`config.mk`:
```
export PLATFORM = sky130hd
export DESIGN_NAME = mem_align_sequencer_flat
export DESIGN_NICKNAME = d
export VERILOG_FILES = /design/src/rtl/mem_align_sequencer_if.sv /design/src/rtl/mem_align_sequencer.sv /design/src/flat_wrapper.sv
export SDC_FILE = /design/constraint.sdc
export NUM_CORES = 1
export LEC_CHECK = 0
export ABC_AREA = 1
export BUFFER_PORTS_ARGS = -buffer_cell sky130_fd_sc_hd__buf_2
export CORE_UTILIZATION = 45
export DETAILED_ROUTE_END_ITERATION = 16
export HOLD_SLACK_MARGIN = 0.05
export PLACE_DENSITY_LB_ADDON = 0.12
export SLEW_MARGIN = 25
export SYNTH_ARGS = -nofsm -noshare
export SYNTH_HDL_FRONTEND = slang
export SYNTH_SLANG_ARGS = --single-unit
```
`constraint.sdc`:
```
create_clock -name clk -period 6.55 [get_ports clk]
set_clock_uncertainty 0.15 [all_clocks]
set_input_delay 0.3275 -clock clk [delete_from_list [all_inputs] [get_ports clk]]
set_output_delay 0.3275 -clock clk [all_outputs]
set_load 0.03 [all_outputs]
```
`src/rtl/mem_align_sequencer_if.sv`:
```
// ---------------------------------------------------------------------------
// mem_align_sequencer_if
// Bundles the signals of the MEM-stage alignment sequencer.
//
// Request side (MEM stage -> sequencer):
//   MemRead, MemWrite, Funct3, addr, wdata
// Response side (sequencer -> MEM stage):
//   rdata, stall, done, misaligned_fault
// Data-memory side (sequencer <-> datamemory):
//   dm_MemRead, dm_MemWrite, dm_a, dm_wd, dm_Funct3 (to memory)
//   dm_rd (combinational read data back from memory)
//
// Modports:
//   slave  - the sequencer itself
//   master - the environment around it (MEM stage plus data memory)
// ---------------------------------------------------------------------------
interface mem_align_sequencer_if #(
    parameter int DM_ADDRESS = 9,
    parameter int DATA_W     = 32
);
    logic                  MemRead;
    logic                  MemWrite;
    logic [2:0]            Funct3;
    logic [DM_ADDRESS-1:0] addr;
    logic [DATA_W-1:0]     wdata;
    logic [DATA_W-1:0]     rdata;
    logic                  stall;
    logic                  done;
    logic                  misaligned_fault;
    logic                  dm_MemRead;
    logic                  dm_MemWrite;
    logic [DM_ADDRESS-1:0] dm_a;
    logic [DATA_W-1:0]     dm_wd;
    logic [2:0]            dm_Funct3;
    logic [DATA_W-1:0]     dm_rd;

    modport slave (
        input  MemRead, MemWrite, Funct3, addr, wdata, dm_rd,
        output rdata, stall, done, misaligned_fault,
        output dm_MemRead, dm_MemWrite, dm_a, dm_wd, dm_Funct3
    );

    modport master (
        output MemRead, MemWrite, Funct3, addr, wdata, dm_rd,
        input  rdata, stall, done, misaligned_fault,
        input  dm_MemRead, dm_MemWrite, dm_a, dm_wd, dm_Funct3
    );
endinterface

```
`src/rtl/mem_align_sequencer.sv`:
```
// ---------------------------------------------------------------------------
// mem_align_sequencer
// MEM-stage front end sitting directly in front of the data memory.
//   - Aligned loads/stores pass straight through in the same cycle.
//   - Misaligned loads are split into two word reads whose results are
//     merged, shifted and extended.
//   - Misaligned stores are split into a run of byte stores.
//   - stall holds the MEM stage for the whole split sequence; done marks the
//     cycle in which the access completes.
//
// Ports:
//   clk, reset      - rising-edge clock, synchronous active-high reset
//   bus (slave)     - request inputs MemRead/MemWrite/Funct3/addr/wdata,
//                     response outputs rdata/stall/done/misaligned_fault,
//                     data-memory strobes dm_MemRead/dm_MemWrite/dm_a/
//                     dm_wd/dm_Funct3 and combinational read data dm_rd
//
// Build option:
//   MISALIGN_TRAP_EN - when defined, misaligned requests are not split; they
//                      issue nothing and report misaligned_fault for one
//                      cycle. Undefined (default): split behaviour and
//                      misaligned_fault is constant 0.
//
// Address arithmetic wraps modulo 2**DM_ADDRESS. DATA_W must be 32.
// ---------------------------------------------------------------------------
module mem_align_sequencer #(
    parameter int DM_ADDRESS = 9,
    parameter int DATA_W     = 32
) (
    input logic                  clk,
    input logic                  reset,
    mem_align_sequencer_if.slave bus
);

    typedef enum logic [1:0] {
        IDLE    = 2'd0,
        LD_HI   = 2'd1,
        ST_BYTE = 2'd2,
        DONE    = 2'd3
    } state_t;

    localparam logic [2:0] F3_BYTE = 3'b000;
    localparam logic [2:0] F3_WORD = 3'b010;

    state_t                state_q, state_d;
    logic [1:0]            cnt_q, cnt_d;
    logic [DATA_W-1:0]     lo_q, lo_d;
    logic [DATA_W-1:0]     rdata_q, rdata_d;

    // Request captured in IDLE; inputs are ignored while the sequence runs.
    logic [DM_ADDRESS-1:0] addr_q;
    logic [DATA_W-1:0]     wdata_q;
    logic [2:0]            f3_q;
    logic                  load_q;
    logic                  capture;

`ifdef MISALIGN_TRAP_EN
    logic                  fault_q, fault_d;
`endif

    // Misalignment only exists for half (x01) and word (x10) sizes.
    function automatic logic is_misaligned(input logic [2:0] f3, input logic [1:0] lo2);
        logic mis;
        mis = 1'b0;
        if (f3[1:0] == 2'b01 && lo2 == 2'b11)
            mis = 1'b1;
        if (f3[1:0] == 2'b10 && lo2 != 2'b00)
            mis = 1'b1;
        return mis;
    endfunction

    // Size-truncate and extend the merged load data: LH sign, LHU zero, LW as-is.
    function automatic logic [DATA_W-1:0] load_extend(input logic [DATA_W-1:0] m,
                                                      input logic [2:0]        f3);
        logic signed [15:0]       half_s;
        logic signed [DATA_W-1:0] ext_s;
        logic [DATA_W-1:0]        res;
        half_s = m[15:0];
        ext_s  = half_s;
        case (f3)
            3'b001:  res = ext_s;
            3'b101:  res = {{(DATA_W-16){1'b0}}, m[15:0]};
            default: res = m;
        endcase
        return res;
    endfunction

    logic                  req_valid;
    logic                  req_load;
    logic                  req_mis;
    logic [DM_ADDRESS-1:0] req_base;
    logic [DM_ADDRESS-1:0] hi_addr;
    logic [DM_ADDRESS-1:0] byte_addr;
    logic [7:0]            byte_data;
    logic [1:0]            last_cnt;
    logic [DATA_W-1:0]     merged;

    assign req_valid = bus.MemRead | bus.MemWrite;
    assign req_load  = bus.MemRead;                // MemRead wins when both are high
    assign req_mis   = is_misaligned(bus.Funct3, bus.addr[1:0]);
    assign req_base  = {bus.addr[DM_ADDRESS-1:2], 2'b00};

    // Second word of a split load; the +4 wraps at the top of memory.
    assign hi_addr   = {addr_q[DM_ADDRESS-1:2], 2'b00} + DM_ADDRESS'(4);
    assign byte_addr = addr_q + DM_ADDRESS'(cnt_q);
    assign byte_data = wdata_q[{cnt_q, 3'b000} +: 8];
    assign last_cnt  = (f3_q[1:0] == 2'b01) ? 2'd1 : 2'd3;

    // {high word, low word} shifted down to the requested byte offset.
    assign merged = DATA_W'({bus.dm_rd, lo_q} >> {addr_q[1:0], 3'b000});

    // State and control registers
    always_ff @(posedge clk) begin
        if (reset) begin
            state_q <= IDLE;
            cnt_q   <= 2'd0;
            lo_q    <= '0;
            rdata_q <= '0;
`ifdef MISALIGN_TRAP_EN
            fault_q <= 1'b0;
`endif
        end else begin
            state_q <= state_d;
            cnt_q   <= cnt_d;
            lo_q    <= lo_d;
            rdata_q <= rdata_d;
`ifdef MISALIGN_TRAP_EN
            fault_q <= fault_d;
`endif
        end
    end

    // Request capture (data only, no reset needed)
    always_ff @(posedge clk) begin
        if (capture) begin
            addr_q  <= bus.addr;
            wdata_q <= bus.wdata;
            f3_q    <= bus.Funct3;
            load_q  <= req_load;
        end
    end

    // Next-state and output decode
    always_comb begin
        state_d              = state_q;
        cnt_d                = cnt_q;
        lo_d                 = lo_q;
        rdata_d              = rdata_q;
        capture              = 1'b0;
`ifdef MISALIGN_TRAP_EN
        fault_d              = 1'b0;
`endif
        bus.rdata            = '0;
        bus.stall            = 1'b0;
        bus.done             = 1'b0;
        bus.misaligned_fault = 1'b0;
        bus.dm_MemRead       = 1'b0;
        bus.dm_MemWrite      = 1'b0;
        bus.dm_a             = '0;
        bus.dm_wd            = '0;
        bus.dm_Funct3        = 3'b000;

        // While reset is high every output stays at zero.
        if (!reset) begin
            case (state_q)
                IDLE: begin
                    if (req_valid) begin
                        capture = 1'b1;
                        if (!req_mis) begin
                            bus.dm_MemRead  = req_load;
                            bus.dm_MemWrite = ~req_load;
                            bus.dm_a        = bus.addr;
                            bus.dm_wd       = bus.wdata;
                            bus.dm_Funct3   = bus.Funct3;
                            bus.rdata       = bus.dm_rd;
                            bus.done        = 1'b1;
                        end else begin
                            bus.stall = 1'b1;
`ifdef MISALIGN_TRAP_EN
                            fault_d = 1'b1;
                            state_d = DONE;
`else
                            if (req_load) begin
                                bus.dm_MemRead = 1'b1;
                                bus.dm_a       = req_base;
                                bus.dm_Funct3  = F3_WORD;
                                lo_d           = bus.dm_rd;
                                state_d        = LD_HI;
                            end else begin
                                bus.dm_MemWrite = 1'b1;
                                bus.dm_a        = bus.addr;
                                bus.dm_wd       = {{(DATA_W-8){1'b0}}, bus.wdata[7:0]};
                                bus.dm_Funct3   = F3_BYTE;
                                cnt_d           = 2'd1;
                                state_d         = ST_BYTE;
                            end
`endif
                        end
                    end
                end

                LD_HI: begin
                    bus.stall      = 1'b1;
                    bus.dm_MemRead = 1'b1;
                    bus.dm_a       = hi_addr;
                    bus.dm_Funct3  = F3_WORD;
                    rdata_d        = load_extend(merged, f3_q);
                    state_d        = DONE;
                end

                ST_BYTE: begin
                    bus.stall       = 1'b1;
                    bus.dm_MemWrite = 1'b1;
                    bus.dm_a        = byte_addr;
                    bus.dm_wd       = {{(DATA_W-8){1'b0}}, byte_data};
                    bus.dm_Funct3   = F3_BYTE;
                    if (cnt_q == last_cnt)
                        state_d = DONE;
                    else
                        cnt_d = cnt_q + 2'd1;
                end

                DONE: begin
                    bus.done  = 1'b1;
                    bus.rdata = load_q ? rdata_q : '0;
`ifdef MISALIGN_TRAP_EN
                    if (fault_q) begin
                        bus.misaligned_fault = 1'b1;
                        bus.rdata            = '0;
                    end
`endif
                    state_d = IDLE;
                end

                default: state_d = IDLE;
            endcase
        end
    end

endmodule
```
`src/flat_wrapper.sv`:
```
// flat-port wrapper written by rule: the top's interface ports become plain ports
module mem_align_sequencer_flat 
#(
    parameter int DM_ADDRESS = 9,
    parameter int DATA_W     = 32
)
  (clk, reset, bus_MemRead, bus_MemWrite, bus_Funct3, bus_addr, bus_wdata, bus_dm_rd, bus_rdata, bus_stall, bus_done, bus_misaligned_fault, bus_dm_MemRead, bus_dm_MemWrite, bus_dm_a, bus_dm_wd, bus_dm_Funct3);
  mem_align_sequencer_if #(.DM_ADDRESS(DM_ADDRESS), .DATA_W(DATA_W)) bus_i ();
  input logic clk;
  input logic reset;
  input wire logic [$bits(bus_i.MemRead)-1:0] bus_MemRead;
  input wire logic [$bits(bus_i.MemWrite)-1:0] bus_MemWrite;
  input wire logic [$bits(bus_i.Funct3)-1:0] bus_Funct3;
  input wire logic [$bits(bus_i.addr)-1:0] bus_addr;
  input wire logic [$bits(bus_i.wdata)-1:0] bus_wdata;
  input wire logic [$bits(bus_i.dm_rd)-1:0] bus_dm_rd;
  output wire logic [$bits(bus_i.rdata)-1:0] bus_rdata;
  output wire logic [$bits(bus_i.stall)-1:0] bus_stall;
  output wire logic [$bits(bus_i.done)-1:0] bus_done;
  output wire logic [$bits(bus_i.misaligned_fault)-1:0] bus_misaligned_fault;
  output wire logic [$bits(bus_i.dm_MemRead)-1:0] bus_dm_MemRead;
  output wire logic [$bits(bus_i.dm_MemWrite)-1:0] bus_dm_MemWrite;
  output wire logic [$bits(bus_i.dm_a)-1:0] bus_dm_a;
  output wire logic [$bits(bus_i.dm_wd)-1:0] bus_dm_wd;
  output wire logic [$bits(bus_i.dm_Funct3)-1:0] bus_dm_Funct3;
  assign bus_i.MemRead = bus_MemRead;
  assign bus_i.MemWrite = bus_MemWrite;
  assign bus_i.Funct3 = bus_Funct3;
  assign bus_i.addr = bus_addr;
  assign bus_i.wdata = bus_wdata;
  assign bus_i.dm_rd = bus_dm_rd;
  assign bus_rdata = bus_i.rdata;
  assign bus_stall = bus_i.stall;
  assign bus_done = bus_i.done;
  assign bus_misaligned_fault = bus_i.misaligned_fault;
  assign bus_dm_MemRead = bus_i.dm_MemRead;
  assign bus_dm_MemWrite = bus_i.dm_MemWrite;
  assign bus_dm_a = bus_i.dm_a;
  assign bus_dm_wd = bus_i.dm_wd;
  assign bus_dm_Funct3 = bus_i.dm_Funct3;
  mem_align_sequencer #(.DM_ADDRESS(DM_ADDRESS), .DATA_W(DATA_W)) u_core (.clk(clk), .reset(reset), .bus(bus_i));
endmodule
```
Word-level counts from Yosys, hierarchy flattened
Cells that the tools add are included.
{"block": "totals", "regBits": 113, "output_inout_bits": 81}
{"block": "op_classes", "addsub": 3, "n_eq_ne": 15, "n_shift": 2, "muxes": 55, "n_bitwise": 2, "reduce_logical": 9}
{"op": "$mux W32", "n": 7}
{"op": "$pmux W32 S2", "n": 3}
{"op": "$shr A64 B5 Y32", "n": 1}
{"op": "$shiftx A32 B6 Y8", "n": 1}
{"op": "$pmux W9 S3", "n": 1}
{"op": "$mux W2", "n": 12}
{"op": "$mux W1", "n": 19}
{"op": "$mux W9", "n": 2}
{"op": "$add A9 B2 Y9", "n": 1}
{"op": "$add A9 B3 Y9 const B", "n": 1}
{"op": "$mux W3", "n": 3}
{"op": "$eq A2 B2 Y1 const B", "n": 4}
{"op": "$mux W8", "n": 1}
{"op": "$pmux W1 S2", "n": 4}
{"op": "$pmux W2 S4", "n": 1}
{"op": "$eq A2 B1 Y1 const B", "n": 3}
{"op": "$ne A2 B1 Y1 const B", "n": 3}
{"op": "$pmux W3 S2", "n": 1}
{"op": "$reduce_and A5 Y1", "n": 1}
{"op": "$ne A2 B2 Y1 const B", "n": 2}
{"op": "$pmux W2 S2", "n": 1}
{"op": "$reduce_and A4 Y1", "n": 1}
{"op": "$reduce_bool A2 Y1", "n": 2}
{"op": "$eq A3 B1 Y1 const B", "n": 1}
{"op": "other kinds (9)", "n": 10}

Depth between registers and ports, before layout
{"block": "logic_depth", "depth_word": 8, "depth_mapped": 11}

Worst setup path before layout
OpenSTA, ideal clock, no wires.
{"block": "synth_timing", "path_kind": "register -> output", "from": "register u_core.state_q[0]", "to": "output bus_dm_wd[12]", "arrival_ns": 2.668, "required_ns": 6.073, "setup_slack_ns": 3.405, "path_stages_with_launch": 9, "path_cell_list": "dfxtp_1 -> inv_1 -> ha_1 -> clkbuf_2 -> nand2_2 -> nor2_4 -> inv_2 -> buf_6 -> nor3b_1"}
{"block": "synth_between", "elab_chain_len": 3, "elab_cells_between_ends": 4, "cone_classes": "1 x eq/ne; 2 x mux; 1 x reduce/logical"}
{"element": "start: declaration", "line_no": "mem_align_sequencer.sv:45", "source": "state_t state_q, state_d;"}
{"element": "start signal: assignment", "line_no": "mem_align_sequencer.sv:123", "source": "state_q <= state_d;"}
{"element": "$eq A2 B2 Y1 or $logic_not A2 Y1 (tied branches)", "line_no": "mem_align_sequencer.sv:165", "source": "case (state_q)"}
{"element": "$pmux W32 S2 (*)", "line_no": "mem_align_sequencer.sv:165"}
{"element": "$mux W32 (*)", "line_no": "mem_align_sequencer.sv:164", "source": "if (!reset) begin"}
{"element": "end: declaration", "line_no": "flat_wrapper.sv:24", "source": "output wire logic [$bits(bus_i.dm_wd)-1:0] bus_dm_wd;"}
Every way passes the cells marked *; elsewhere a longest branch is shown, timed or not.

Worst setup path after layout
{"block": "layout_timing", "from": "input bus_Funct3[0]", "to": "output bus_dm_Funct3[1]"}
{"block": "layout_between", "elab_chain_len": 8, "elab_cells_between_ends": 10, "cone_classes": "2 x eq/ne; 6 x mux; 2 x reduce/logical"}
{"element": "start: declaration", "line_no": "flat_wrapper.sv:13", "source": "input wire logic [$bits(bus_i.Funct3)-1:0] bus_Funct3;"}
{"element": "$eq A2 B1 Y1", "line_no": "mem_align_sequencer.sv:65", "source": "if (f3[1:0] == 2'b01 && lo2 == 2'b11)"}
{"element": "$logic_and A1 B1 Y1", "line_no": "mem_align_sequencer.sv:65"}
{"element": "$mux W1", "line_no": "mem_align_sequencer.sv:65"}
{"element": "$mux W1 (*)", "line_no": "mem_align_sequencer.sv:67", "source": "if (f3[1:0] == 2'b10 && lo2 != 2'b00)"}
{"element": "$mux W3 (*)", "line_no": "mem_align_sequencer.sv:169", "source": "if (!req_mis) begin"}
{"element": "$mux W3 (*)", "line_no": "mem_align_sequencer.sv:167", "source": "if (req_valid) begin"}
{"element": "$pmux W3 S2 (*)", "line_no": "mem_align_sequencer.sv:165"}
{"element": "$mux W3 (*)", "line_no": "mem_align_sequencer.sv:164"}
{"element": "end: declaration", "line_no": "flat_wrapper.sv:25", "source": "output wire logic [$bits(bus_i.dm_Funct3)-1:0] bus_dm_Funct3;"}
Marked as above.

==> metrics.txt <==
drt wl/cell 14.9 um; Die Y 125 um; pin count of the biggest net entering global routing 90; placer congestion estimate 0.856; Hold Crit Endpoint u_core.lo_q[3]; Ys Warns 0; most frequent cells in the layout nand2_1 (221), nor2_1 (199), buf_2 (159), inv_1 (99), o21ai_0 (99); fin crit period 3.64 ns; die width 125 um; slew margin rel. 38.4%; post-synth top area cell dfxtp_1; Peak VDD IR 0.224 mV; post-synth net total 1087; Setup violations, final 0; Worst-path clk slew 0.06 ns; CP Buf/Inv Count 5; top-area cell type share of the netlist area 19.9%; total number of vias 7105; antenna violations before repair 0; Port Buffers 159; final worst-path cycle share 55.5%; Max stage delay on crit path 0.88 ns; Clk Tree Root Cell clkbuf_16; Seq cells post-synth 113; Ports 161; global route overflow 0; Crit Reg-Reg Startpoint u_core.addr_q[1]; Fmax achieved 275 MHz; sequential area share after synthesis 39.8%; dpl hpwl 13400 um; DP Cell Count 1283; Area Overhead vs Synth 28.5%; Syn Inst Count 998; fillers 1435; Total Nets Final 1271; delay-heaviest family, CP simple AND/OR/NAND/NOR gates; final wirelength 20600 um; Worst EP arrival 3.16 ns; post-route ant nets 0; Crit. End Element primary output; WP data required 6.07 ns; CORE AREA 14600 um^2; Site Rows 44; fin cells 1379; Iter 0 DRT Violations 628; clk_lat worst skew 0.43 ns; leading cell type in the layout, fill and taps excluded nand2_1; CTS Buf Count 17; CP Class primary input to primary output; crit-path max FO 41; Slew Viols, Final 0; CTS sink count 113; clk buf depth 2; Hold Vio Cnt, Final 0; worst hold path type primary input to register; first-pass detailed-route iteration total 7; Distinct cells, synth 35; cells on worst reg2reg path 7; postcts setup bufs 0; HP Start bus_dm_rd[3]; via count of the first global-routing pass 6342; final core occ 59.9%; measured slew at the worst slew-check pin 0.924 ns; fraction of layout instances using a drive strength above 1 18.1%; drt via density 5.15; Mapped Area 6820 um^2; worst hold path stage count 3; pwr/cell area 358 nW/um^2; All-Layer GR Usage 26.8%; CTS tree done; # H-tree levels 4; RSZ-0062 raised after global routing no; P_leak 4.28 nW; status finished, final reports clean; Startpoint Class primary input; top post-synthesis cells by area dfxtp_1 (20%), edfxtp_1 (20%), nand2_1 (12%); R2R setup slack 4.13 ns; Die ar. 15700 um^2; ANT cells 0; crit-path cells dlygate4sd3_1, buf_2, inv_1, nor2_1, nand2_1, nand2_2, nor2_4, nand2_1, nand3_1, nand2_1, inv_1, buf_2; CP max-delay cell nor2_4; Max Cap Viol 0; Most common cell on crit path nand2_1; RR Endpoint u_core.rdata_q[17]; DRC viols 0; CTS Hold Bufs 64; setup TNS 0 ns; Starting Density 46.6%; post-CTS sizing 0; mean post-synth cell area 6.84 um^2; first-pass GRT wire length 33000 um
-- layout make-up --
type / instances / area (um^2) / area share (%)
clock buffer: 18 / 429 / 4.89
clock inverter: 14 / 141 / 1.61
inverter: 105 / 394 / 4.49
multi-input combinational: 714 / 3360 / 38.4
sequential: 113 / 2710 / 30.9
tap: 184 / 230 / 2.63
timing repair buffer: 231 / 1500 / 17.1
-- stage by stage --
step                setup WS, ns  total power [W]  area, um^2  hold slack (ns)
finish                      2.91          0.00314        8770           0.0629
global route                2.64          0.00334        8770           0.0691
CTS                         2.94          0.00313        8770           0.0526
global placement            3.58          0.00220        7560            0.299
floorplan                   3.40          0.00190        6820            0.276
detailed placement          3.53          0.00221        7560            0.302
-- flip-flops by register name, summed over array words and instances (netlist names) --
name	flops
u_core.f3_q	3
u_core.addr_q	9
u_core.state_q	2
u_core.wdata_q	32
u_core.cnt_q	2
u_core.lo_q	32
u_core.rdata_q	32
u_core.load_q	1
-- how the worst max path moves through the flow --
stage,depth (start not counted),endpoint,slack (ns),start
2_1_floorplan,8,bus_dm_wd[12],3.40,u_core.state_q[0]
3_3_place_gp,11,bus_dm_Funct3[1],3.58,bus_addr[0]
3_5_place_dp,11,bus_dm_Funct3[1],3.53,bus_Funct3[0]
4_1_cts,12,bus_dm_Funct3[1],2.94,bus_addr[0]
5_1_grt,12,bus_dm_Funct3[1],2.64,bus_Funct3[0]
6_report,12,bus_dm_Funct3[1],2.91,bus_Funct3[0]
-- power breakdown --
part           total, W  leakage, nW  internal [W]  switching (W)
clock          0.000899        0.273      0.000556       0.000343
combinational   0.00126         3.03      0.000386       0.000878
sequential     0.000973        0.977      0.000883      0.0000895
total           0.00314         4.28       0.00183        0.00131
-- tightest hold or removal path, stage by stage --
cell and delay [ns]:
buf_2 0.12, nand4_1 0.08, a21oi_1 0.06
-- logic make-up (layout without fill, tap and decap cells) --
group	count (synthesis)	after routing	share of synthesized area, %
other	1	1	0.0550
AOI/OAI and AO/OA	184	184	15.1
adders and majority gates	9	9	1.76
and+or+nand+nor	519	519	32.3
xor gates and xnor gates	1	1	0.128
buffers and inverters	171	368	11.0
DFF	113	113	39.8
-- Yosys cell counts (all sizes together) --
cell type	number
nor2	201
o2bb2ai	1
o21a	2
edfxtp	45
conb	1
nand4	11
dfxtp	68
a21boi	1
nor3	1
ha	8
nand3	55
o21ai	108
a21oi	30
o211ai	2
xor2	1
or2	1
clkinv	2
clkbuf	29
nor3b	25
o22ai	8
fa	1
buf	37
a22oi	32
nand2	225
inv	103
-- routing by layer --
metal	GRT usage, %	routed length, um	part of all wire [%]
met1	38.6	9960	48
met2	40.1	8970	44
met3	5.22	1360	6.6
met4	8.82	284	1.4
met5	0	0	0
No activity file was read; power rests on OpenSTA's default activity.
